[src/rtl/queue_pkg.sv]
// Shared defaults and sizing helper for the FIFO queue.
package queue_pkg;

    localparam int unsigned WIDTH_DEF     = 32;
    localparam int unsigned ADDR_BITS_DEF = 5;

    // Occupancy needs one extra bit to represent a completely full buffer.
    function automatic int unsigned count_width(input int unsigned addr_bits);
        return addr_bits + 1;
    endfunction

endpackage

[src/rtl/queue_ram.sv]
// Simple dual-port DEPTH x WIDTH memory: one write port, one registered read port with enable.
module queue_ram #(
    parameter int unsigned WIDTH     = 32,
    parameter int unsigned ADDR_BITS = 5
) (
    input  logic                 clk,
    input  logic                 reset,
    input  logic                 we,
    input  logic [ADDR_BITS-1:0] waddr,
    input  logic [WIDTH-1:0]     wdata,
    input  logic                 re,
    input  logic [ADDR_BITS-1:0] raddr,
    output logic [WIDTH-1:0]     rdata
);

    localparam int unsigned DEPTH = 1 << ADDR_BITS;

    logic [WIDTH-1:0] mem [DEPTH];

    // Array contents are never reset.
    always_ff @(posedge clk) begin
        if (we) begin
            mem[waddr] <= wdata;
        end
    end

    // Read-first on a same-address collision: a full-buffer push+pop returns the oldest word.
    always_ff @(posedge clk) begin
        if (reset) begin
            rdata <= '0;
        end else if (re) begin
            rdata <= mem[raddr];
        end
    end

endmodule

[src/rtl/queue.sv]
// FIFO queue with push/pop strobes and full/empty/count status.
// Optional sticky ovf/udf error flags are built when QUEUE_ERR_EN is defined.
module queue
    import queue_pkg::*;
#(
    parameter int unsigned WIDTH     = WIDTH_DEF,
    parameter int unsigned ADDR_BITS = ADDR_BITS_DEF
) (
    input  logic                                 clk,
    input  logic                                 reset,
    input  logic [WIDTH-1:0]                     d,
    input  logic                                 push,
    input  logic                                 pop,
    output logic [WIDTH-1:0]                     q,
    output logic                                 full,
    output logic                                 empty,
`ifdef QUEUE_ERR_EN
    output logic                                 ovf,
    output logic                                 udf,
`endif
    output logic [count_width(ADDR_BITS)-1:0]    count
);

    localparam int unsigned DEPTH = 1 << ADDR_BITS;
    localparam int unsigned CW    = count_width(ADDR_BITS);

    logic [ADDR_BITS-1:0] wr_ptr;
    logic [ADDR_BITS-1:0] rd_ptr;
    logic                 push_ok;
    logic                 pop_ok;

    // Status decodes straight from the count register; no path from the strobes.
    assign full  = (count == CW'(DEPTH));
    assign empty = (count == '0);

    // A pop frees a slot on the same edge, so push is accepted at full only alongside a pop.
    assign push_ok = push && (!full || pop);
    assign pop_ok  = pop && !empty;

    always_ff @(posedge clk) begin
        if (reset) begin
            wr_ptr <= '0;
            rd_ptr <= '0;
            count  <= '0;
        end else begin
            if (push_ok) begin
                wr_ptr <= wr_ptr + ADDR_BITS'(1);
            end
            if (pop_ok) begin
                rd_ptr <= rd_ptr + ADDR_BITS'(1);
            end
            case ({push_ok, pop_ok})
                2'b10:   count <= count + CW'(1);
                2'b01:   count <= count - CW'(1);
                default: count <= count;
            endcase
        end
    end

`ifdef QUEUE_ERR_EN
    // Sticky error flags, cleared only by reset.
    always_ff @(posedge clk) begin
        if (reset) begin
            ovf <= 1'b0;
            udf <= 1'b0;
        end else begin
            if (push && full && !pop) begin
                ovf <= 1'b1;
            end
            if (pop && empty) begin
                udf <= 1'b1;
            end
        end
    end
`endif

    queue_ram #(
        .WIDTH     (WIDTH),
        .ADDR_BITS (ADDR_BITS)
    ) u_ram (
        .clk   (clk),
        .reset (reset),
        .we    (push_ok),
        .waddr (wr_ptr),
        .wdata (d),
        .re    (pop_ok),
        .raddr (rd_ptr),
        .rdata (q)
    );

endmodule

[config.mk]
export PLATFORM = sky130hd
export DESIGN_NAME = queue
export DESIGN_NICKNAME = d
export VERILOG_FILES = /design/src/rtl/queue_pkg.sv /design/src/rtl/queue_ram.sv /design/src/rtl/queue.sv
export SDC_FILE = /design/constraint.sdc
export NUM_CORES = 1
export LEC_CHECK = 0
export BUFFER_PORTS_ARGS = -buffer_cell sky130_fd_sc_hd__buf_2
export CORE_MARGIN = 2
export CORE_UTILIZATION = 50
export CTS_CLUSTER_DIAMETER = 40
export DETAILED_ROUTE_END_ITERATION = 16
export GPL_TIMING_DRIVEN = 0
export HOLD_SLACK_MARGIN = 0.05
export PLACE_DENSITY_LB_ADDON = 0.12
export SLEW_MARGIN = 20
export SYNTH_ARGS = -nofsm -noshare
export SYNTH_HDL_FRONTEND = slang
export SYNTH_SLANG_ARGS = --single-unit
[constraint.sdc]
create_clock -name clk -period 3.1 [get_ports clk]
set_input_delay 0.62 -clock clk [delete_from_list [all_inputs] [get_ports clk]]
set_output_delay 0.62 -clock clk [all_outputs]
set_load 0.02 [all_outputs]
==> flow_summary.json <==
{
  "status": "finished, final reports clean",
  "r2r_end": "u_ram.rdata[30]",
  "cp_max_fo": 10,
  "cts_tree": "yes",
  "synth.top_cells.by_area": "edfxtp_1 76%, mux4_2 11%, mux2i_1 3.1%",
  "fin_crit_ps": 3090,
  "synth_edf_count": 1024,
  "cts_sinks": 1072,
  "p_leak_nw": 15.3,
  "synth_top_area_share_pct": 75.6,
  "cts_buffer_depth": 3,
  "dp.cells": 3084,
  "avgSynthCellArea_um2": 21.4,
  "port_buffers": 74,
  "dp_hpwl_um": 64100,
  "synth_cell_type_count": 46,
  "startpoint": "rd_ptr[0]",
  "synth_largest_area_cell": "edfxtp_1",
  "drt_wl_total_um": 98400,
  "grt_pass1_wl_um": 141000,
  "setup-tns-final_ps": 0,
  "fp-row-count": 104,
  "ys_async_sr_fraction_pct": 0,
  "place_area_mm2": 0.0438,
  "setup.worst_path.start_class": "flip-flop",
  "remaining_drc_errors": 0,
  "holdWs_ps": 261,
  "yosys-top-cells-count": "1,024 x edfxtp_1, 193 x mux4_2, 128 x mux2i_1, 70 x a21oi_1, 62 x a22o_1",
  "rsz0062_at_grt": "true",
  "path_class": "flip-flop to flip-flop",
  "internal-power_mw": 28.8,
  "ant_nets": 0,
  "power_frac_clock_pct": 39.4,
  "gp_congestion": 0.793,
  "cts_made_buffers": 136,
  "drt-pass1-iter-count": 5,
  "nNetsFinal": 2210,
  "hp-class": "input pin to flip-flop",
  "holdBufCountCts": 0,
  "max-slew-margin-rel_pct": 21.9,
  "rr_startpoint": "rd_ptr[0]",
  "ios": 76,
  "core_area_mm2": 0.0805,
  "max_cap_violations": 0,
  "synthFlopType": "edfxtp_1",
  "initial_core_util_pct": 50.5,
  "path_clk_slew_ps": 60,
  "clock_latency_ps": 710,
  "post-synth-top-count-cell": "edfxtp_1",
  "layout-drive-gt1-share_pct": 28.6,
  "power_density_mw_per_mm2": 805,
  "max_freq_mhz": 324,
  "cts_htree_levels": 4,
  "worstSetupEndpointType": "flip-flop",
  "period_share_pct": 99.6,
  "critPathCapture": "u_ram.rdata[30]",
  "instances_no_fill": 3327,
  "grt_max_degree": 33,
  "ys_ff_latch": 1072,
  "reg2reg_depth": 9,
  "p_sw_share_pct": 26.3,
  "worstPathRequired_ps": 3690,
  "wl_per_cell_um": 29.6,
  "vias": 20197,
  "design_area_mm2": 0.0485,
  "yosysWarnings": 0,
  "comb_power_share_pct": 18.6,
  "finalMaxSlewViolations": 0,
  "p_seq_share_pct": 42.0,
  "skew_ps": 26.3,
  "grt_use_total_pct": 23.8,
  "hold_viol_final": 0,
  "die_x_um": 289,
  "setup_viol": 0,
  "p_total_mw": 39.0,
  "peakVddDrop_v": 0.000564,
  "cts_root_buf": "clkbuf_16",
  "r2r_slack_ps": 10,
  "via_per_inst": 6.07,
  "tightest_slew_ps": 1170,
  "die_h_um": 289,
  "detail_route.iter0.violations": 2079,
  "synth_nets": 1951,
  "synth_cells": 1904,
  "netSwitchingPower_mw": 10.3,
  "area_growth_pct": 19.3,
  "antenna_found_initial": 5,
  "syn_area_mm2": 0.0407,
  "fillers": 5684,
  "yosysSeqAreaShare_pct": 78.0,
  "overflow": 0,
  "grt_pass1_vias": 20741,
  "crit_arrival_ps": 3670,
  "dieArea_mm2": 0.0836
}
[cell usage in the layout (no fill, tap or decap), types with 5 or more instances in the layout]
cell	n
a2111oi_4	14
bufinv_16	12
o221ai_1	32
ha_1	8
buf_16	32
o22ai_1	31
nand2_1	17
clkbuf_2	11
buf_6	9
clkbuf_1	62
xor2_1	6
buf_12	13
nor2_1	19
a22o_1	62
buf_2	104
mux4_2	193
inv_1	9
clkinv_1	18
nor2_4	32
edfxtp_1	1024
a2111oi_1	9
nand4_1	5
buf_4	13
dfxtp_1	48
clkinv_2	12
clkinv_4	6
inv_6	13
mux2i_1	128
a2111oi_2	5
clkinvlp_4	15
a22oi_1	32
nor2b_1	5
a21oi_1	69
clkbuf_16	140
[state kept, by name (all words and copies together) (netlist names)]
| signal | flops |
|---|---|
| count | 6 |
| rd_ptr | 5 |
| u_ram.mem | 1024 |
| u_ram.rdata | 32 |
| wr_ptr | 5 |
[cells by family after synthesis]
kind of cell	share of synthesized area [%]
AOI/OAI and AO/OA	4.96
xor gates and xnor gates	0.215
adders and majority gates	0.357
buffers and inverters	1.57
DFF	78.0
muxes	13.9
and+or+nand+nor	1.07
[power by group through the flow]
stage | sequential, mW | combinational [mW] | clock [mW]
finish | 16.4 | 7.27 | 15.4
global route | 16.4 | 7.74 | 16.2
CTS | 16.4 | 7.21 | 15.6
detailed placement | 16.7 | 7.10 | 0
global placement | 16.7 | 6.90 | 0
floorplan | 16.9 | 4.53 | 0
[how the worst min path moves through the flow]
stage | startpoint | end | slack (ps) | cells after the start
2_1_floorplan | wr_ptr[0] | wr_ptr[0] | 480 | 2
3_3_place_gp | u_ram.rdata[7] | u_ram.rdata[7] | 460 | 1
3_5_place_dp | u_ram.rdata[25] | u_ram.rdata[25] | 460 | 1
4_1_cts | reset | count[3] | 220 | 2
5_1_grt | reset | count[2] | 230 | 2
6_report | reset | count[2] | 260 | 2
[routing by layer]
metal	up-vias	track usage (%)	part of all wire, %
met5	-	0	0.013
met1	10745	32.6	42
met3	150	5.17	6.4
met2	701	39.0	50
li1	8599	-	-
met4	2	6.78	2.1
[timing repair]
item | 4_1_cts | 5_1_grt
buffers inserted | 2 | 1
gates resized for setup | 28 | 27
pin swaps | 1 | 2
endpoints found under the setup margin | 33 | 29
gates cloned | 0 | 0
[final cells by class]
cell class | instances | area (µm²) | share of cell area, %
flip-flops and latches | 1072 | 31700 | 65.3
multi-input cells | 707 | 8840 | 18.2
clock buffers | 160 | 3610 | 7.44
repair buffers | 123 | 1530 | 3.16
well taps | 1060 | 1330 | 2.73
clock inverters | 81 | 843 | 1.74
plain buffers | 113 | 619 | 1.28
inverters | 10 | 37.5 | 0.0774
diodes | 1 | 2.50 | 0.00516
[metrics by stage]
stage	setup slack [ps]	utilization, %
5_1_grt	-69.3	60.2
6_report	13.1	60.2
3_5_place_dp	-425	54.4
3_3_place_gp	-1780	52.6
4_1_cts	2.17	60.0
2_1_floorplan	27.9	-
[worst max-delay path: stages, from the launching register on]
cell	delay, ps
dfxtp_1	460
buf_6	190
buf_6	200
buf_4	240
buf_2	360
mux2i_1	270
o22ai_1	100
a2111oi_0	780
a21oi_1	120
a22o_1	210
(Power assumes the default switching activity.)
